### src/rtl/micro_boot_ctrl.sv
// Boot/run sequencer: streams a program into instruction memory, holds the core
// in reset for RESET_HOLD cycles, then runs it until halt or cycle-budget expiry.
module micro_boot_ctrl #(
    parameter int ADDR_W     = 8,
    parameter int DATA_W     = 32,
    parameter int DEPTH      = 256,
    parameter int RESET_HOLD = 10,
    parameter int CNT_W      = 16
) (
    input  logic              clk,
    input  logic              reset,
    input  logic              load_valid,
    input  logic [DATA_W-1:0] load_data,
    input  logic              load_last,
    output logic              load_ready,
    output logic              imem_we,
    output logic [ADDR_W-1:0] imem_addr,
    output logic [DATA_W-1:0] imem_wdata,
    output logic              cpu_reset,
    input  logic              cpu_halt,
    input  logic [CNT_W-1:0]  max_cycles,
    input  logic              restart,
    output logic [CNT_W-1:0]  cycle_count,
    output logic [ADDR_W:0]   words_loaded,
    output logic              done,
    output logic              timeout,
    output logic              load_err
);

    typedef enum logic [2:0] {
        ST_LOAD    = 3'd0,
        ST_HOLD    = 3'd1,
        ST_RUN     = 3'd2,
        ST_DONE    = 3'd3,
        ST_TIMEOUT = 3'd4,
        ST_ERROR   = 3'd5
    } state_t;

    localparam int HOLD_W = (RESET_HOLD > 1) ? $clog2(RESET_HOLD) : 1;
    localparam logic [HOLD_W-1:0] HOLD_LAST = HOLD_W'(RESET_HOLD - 1);
    localparam logic [HOLD_W-1:0] HOLD_ZERO = HOLD_W'(0);
    localparam logic [HOLD_W-1:0] HOLD_ONE  = HOLD_W'(1);
    localparam logic [ADDR_W:0]   PTR_LAST  = (ADDR_W + 1)'(DEPTH - 1);
    localparam logic [ADDR_W:0]   PTR_ZERO  = (ADDR_W + 1)'(0);
    localparam logic [ADDR_W:0]   PTR_ONE   = (ADDR_W + 1)'(1);
    localparam logic [CNT_W-1:0]  CNT_ZERO  = CNT_W'(0);
    localparam logic [CNT_W-1:0]  CNT_ONE   = CNT_W'(1);

    state_t            state_r, state_s;
    logic [ADDR_W:0]   ptr_r, ptr_s;
    logic [HOLD_W-1:0] hold_r, hold_s;
    logic [CNT_W-1:0]  count_r, count_s;
    logic              done_r, done_s;
    logic              timeout_r, timeout_s;
    logic              load_err_r, load_err_s;
    logic              handshake_s;

    // The write pointer doubles as the words-loaded count: both advance together
    // and are only ever cleared together.
    assign handshake_s  = load_valid && (state_r == ST_LOAD) && !reset;
    assign load_ready   = (state_r == ST_LOAD);
    assign imem_we      = handshake_s;
    assign imem_addr    = ptr_r[ADDR_W-1:0];
    assign imem_wdata   = load_data;
    assign cpu_reset    = (state_r != ST_RUN);
    assign cycle_count  = count_r;
    assign words_loaded = ptr_r;
    assign done         = done_r;
    assign timeout      = timeout_r;
    assign load_err     = load_err_r;

    // Next-state and next-value logic for the sequencer.
    always_comb begin
        state_s    = state_r;
        ptr_s      = ptr_r;
        hold_s     = hold_r;
        count_s    = count_r;
        done_s     = done_r;
        timeout_s  = timeout_r;
        load_err_s = load_err_r;
        case (state_r)
            ST_LOAD: begin
                hold_s  = HOLD_ZERO;
                count_s = CNT_ZERO;
                if (handshake_s) begin
                    ptr_s = ptr_r + PTR_ONE;
                    if (load_last) begin
                        state_s = ST_HOLD;
                    end else if (ptr_r == PTR_LAST) begin
                        state_s    = ST_ERROR;
                        load_err_s = 1'b1;
                    end else begin
                        state_s = ST_LOAD;
                    end
                end else begin
                    state_s = ST_LOAD;
                end
            end
            ST_HOLD: begin
                count_s = CNT_ZERO;
                if (hold_r == HOLD_LAST) begin
                    state_s = ST_RUN;
                    hold_s  = HOLD_ZERO;
                end else begin
                    hold_s = hold_r + HOLD_ONE;
                end
            end
            ST_RUN: begin
                // Halt takes priority over a coincident budget expiry.
                if (cpu_halt) begin
                    state_s = ST_DONE;
                    done_s  = 1'b1;
                end else if ((max_cycles != CNT_ZERO) && (count_r == (max_cycles - CNT_ONE))) begin
                    state_s   = ST_TIMEOUT;
                    timeout_s = 1'b1;
                    count_s   = max_cycles;
                end else begin
                    count_s = count_r + CNT_ONE;
                end
            end
            ST_DONE, ST_TIMEOUT: begin
                if (restart) begin
                    state_s   = ST_HOLD;
                    hold_s    = HOLD_ZERO;
                    count_s   = CNT_ZERO;
                    done_s    = 1'b0;
                    timeout_s = 1'b0;
                end else begin
                    state_s = state_r;
                end
            end
            ST_ERROR: begin
                if (restart) begin
                    state_s    = ST_LOAD;
                    ptr_s      = PTR_ZERO;
                    load_err_s = 1'b0;
                end else begin
                    state_s = ST_ERROR;
                end
            end
            default: begin
                state_s = ST_LOAD;
            end
        endcase
    end

    // State and status registers with synchronous reset.
    always_ff @(posedge clk) begin
        if (reset) begin
            state_r    <= ST_LOAD;
            ptr_r      <= PTR_ZERO;
            hold_r     <= HOLD_ZERO;
            count_r    <= CNT_ZERO;
            done_r     <= 1'b0;
            timeout_r  <= 1'b0;
            load_err_r <= 1'b0;
        end else begin
            state_r    <= state_s;
            ptr_r      <= ptr_s;
            hold_r     <= hold_s;
            count_r    <= count_s;
            done_r     <= done_s;
            timeout_r  <= timeout_s;
            load_err_r <= load_err_s;
        end
    end

endmodule

### config.mk
export PLATFORM = sky130hd
export DESIGN_NAME = micro_boot_ctrl
export DESIGN_NICKNAME = d
export VERILOG_FILES = /design/src/rtl/micro_boot_ctrl.sv
export SDC_FILE = /design/constraint.sdc
export NUM_CORES = 1
export LEC_CHECK = 0
export ABC_AREA = 1
export CAP_MARGIN = 25
export CORE_MARGIN = 8
export CORE_UTILIZATION = 49
export CTS_CLUSTER_SIZE = 16
export DETAILED_ROUTE_END_ITERATION = 10
export PLACE_DENSITY = 0.95
export REMOVE_ABC_BUFFERS = 1
export SETUP_SLACK_MARGIN = 0.02
export SYNTH_ARGS = -nofsm -noshare
export SYNTH_HDL_FRONTEND = slang
export SYNTH_SLANG_ARGS = --single-unit
### constraint.sdc
create_clock -name clk -period 4.25 [get_ports clk]
set_input_delay 0.85 -clock clk [delete_from_list [all_inputs] [get_ports clk]]
set_output_delay 0.85 -clock clk [all_outputs]
set_load 0.005 [all_outputs]
==> flow_metrics.py <==
metrics = {
    "grt": {
        "first_global_vias": 3579,
        "grt_usage_pct": 21.70,
        "grt_pass1_wl_mm": 17.17,
        "antenna_found_initial": 0,
        "overflow": 0,
        "grt_max_degree": 35,
    },
    "drt": {
        "first_pass_iters": 5,
        "first_iter_violations": 198,
        "route.detailed.drc": 0,
        "met2WireLength_mm": 4.752,
        "top_layer": "met4",
        "wl_met1_mm": 4.227,
        "wl_mm": 10.53,
        "via_per_inst": 5.480,
        "postRouteAntennaNets": 0,
        "vias": 3562,
        "wl_per_cell_um": 16.21,
        "dr_wl_met3_mm": 1.277,
    },
    "pwr": {
        "power_frac_clock_pct": 23.0,
        "p_comb_share_pct": 42.0,
        "p_seq_share_pct": 34.9,
        "p_leak_nw": 1.738,
        "pwr_density_cell_nw_per_um2": 296.4,
        "total_power_mw": 1.134,
        "switching_share_pct": 40.74,
        "peakVddDrop_mv": 0.1917,
        "p_int_mw": 0.6722,
        "switchingPower_mw": 0.4621,
    },
    "clock_network": {
        "numClockSinks": 35,
        "cts_buffer_depth": 2,
        "cts_root_buffer": "clkbuf_8",
        "postCtsResizedCells": 0,
        "clk_pin_slew_ns": 0.08,
        "holdBufCountCts": 0,
        "htree_levels": 2,
        "cts_tree": "done",
        "cts_inserted_buffers": 5,
        "clock_latency_ns": 0.30,
        "post_cts_buffers": 0,
    },
    "timing": {
        "fmax_ghz": 0.2967,
        "setup_tns_ns": 0,
        "slew_violations": 0,
        "finClkSkew_ns": 0.01210,
        "final-setup-viol-count": 0,
        "layout_setup_ws_ns": 0.8800,
        "post-route-period-util_pct": 79.29,
        "holdWs_ns": 0.4742,
        "min_period_ns": 3.370,
        "hold_viol": 0,
        "rsz0062_at_grt": "false",
        "relSlewSlack_pct": 58.89,
        "worst_pin_slew_ns": 0.6151,
    },
    "setup_path": {
        "arrival_ns": 2.52,
        "worstPathBufferInverterCount": 5,
        "critPathMaxStageDelay_ns": 0.54,
        "critical_path.top_delay_family": "buffers and inverters",
        "end_kind": "primary output",
        "worstPathMaxFanout": 21,
        "crit_path_start_kind": "primary input",
        "crit_path_cell_trace": "clkdlybuf4s50_1, inv_1, buf_4, nand3_1, inv_1, clkdlybuf4s50_1",
        "cp.required_ns": 3.40,
        "cpMaxStageDelayCell": "clkdlybuf4s50_1",
        "critical_path_class": "in2out",
    },
    "logic_synthesis": {
        "synth_area_leader_cell": "dfxtp_1",
        "netlist_instances": 552,
        "ys_ff_latch": 35,
        "synth_edf_count": 0,
        "syn-cell-area_um2": 3379,
        "avgSynthCellArea_um2": 6.122,
        "ys_top_cells_by_area": "dfxtp_1 (21%), nand2_1 (16%), buf_4 (9.1%)",
        "synth_cell_types": 35,
        "yosysWarnings": 0,
        "seq_area_frac_synth_pct": 20.73,
        "yosys.area.top_type_share_pct": 20.73,
        "synth-main-ff-cell": "dfxtp_1",
        "async_flop_share_pct": 0,
    },
    "outcome": {
        "status": "completed",
    },
    "floorplan": {
        "rows": 30,
        "fp.coreArea_um2": 6719,
        "die_h_um": 99.05,
        "die-area_um2": 9810,
        "initial_core_util_pct": 50.30,
        "fp.dieW_um": 99.05,
        "ios": 125,
    },
    "final_layout": {
        "final_core_utilization_pct": 56.96,
        "final_common_cell": "nand2_1",
        "layout_common_cells": "nand2_1 (141), inv_1 (78), clkdlybuf4s50_1 (60)",
        "final_cell_area_um2": 3827,
        "n_antenna_cell": 0,
        "fill_cells": 640,
        "drive_gt1_share_pct": 6.667,
        "area_delta_synth_final_pct": 13.25,
        "nets": 630,
        "stdcell_count": 650,
    },
    "placement": {
        "placed_area_um2": 3729,
        "dp_cells": 642,
        "place.gp.congestion": 0.9058,
        "dp_hpwl_mm": 8.246,
        "place_ws_ns": 0.8156,
        "numPortBuffers": 60,
    },
    "run": {
        "max-cap-violations": 0,
    },
    "worst_hold_path": {
        "hold_path.class": "reg2reg",
    },
}
==> per-layer routing <==
layer  up-vias  track usage [%]
met5         -            2.732
met4         0            9.445
met3        25            11.28
met2       161            35.34
met1      1631            22.70
li1       1745                -
==> final timing paths <==
kind                  start               to  slack (ns)  depth (start not counted)
max reg2reg  cycle_count[0]  cycle_count[14]        1.98                         10
max                   reset          imem_we        0.88                          6
min reg2reg        load_err         load_err        0.47                          2
min                load_err         load_err        0.47                          2
==> logic make-up (layout without fill, tap and decap cells) <==
group / count (synthesis) / count (layout) / synth area share, %
fa+ha+maj: 7 / 7 / 2.592
xor+xnor: 25 / 25 / 6.479
buf+inv: 131 / 149 / 19.70
flops: 35 / 35 / 20.73
simple gates: 322 / 322 / 44.95
compound gates: 32 / 32 / 5.554
==> sequential cells by signal (all words and copies together) (netlist names) <==
signal        count
state_r           3
words_loaded      9
cycle_count      16
done              1
hold_r            4
load_err          1
timeout           1
==> cell type report <==
type                            count  area, um^2  share of cell area [%]
Clock buffer                        6       82.58                   2.158
Timing Repair Buffer               62       615.6                   16.08
Multi-Input combinational cell    386        2016                   52.66
Clock inverter                      2       16.27                  0.4250
Tap cell                           80       100.1                   2.615
Inverter                           79       296.5                   7.748
Sequential cell                    35       700.7                   18.31
==> power groups by stage <==
stage | registers, mW | clock network (mW) | logic [mW]
2_1_floorplan | 0.395 | 0 | 0.286
5_1_grt | 0.402 | 0.279 | 0.533
3_5_place_dp | 0.402 | 0 | 0.465
3_3_place_gp | 0.399 | 0 | 0.442
6_report | 0.396 | 0.261 | 0.477
4_1_cts | 0.395 | 0.267 | 0.473
==> worst min-delay path: cells and delay by family, from the launching register on <==
kind             cells  cell delay [ns]
AO/OA/AOI/OAI        1             0.04
flip-flops           1             0.34
AND/OR/NAND/NOR      1             0.07
==> cells in the mapped netlist (2+ instances only) <==
master / instances
nand2_1: 141
inv_1: 78
nand3_1: 59
nor2_1: 54
buf_4: 41
dfxtp_1: 35
nand4_1: 22
xor2_1: 17
a21oi_1: 12
o21ai_0: 11
nand3b_1: 10
nor2_2: 8
nor3_1: 8
xnor2_1: 8
ha_1: 7
nor2_4: 6
clkbuf_1: 5
nand2_2: 5
buf_2: 4
nor3b_1: 3
buf_6: 2
o21bai_1: 2
or2_2: 2
Power figures use the tool's default switching activity.
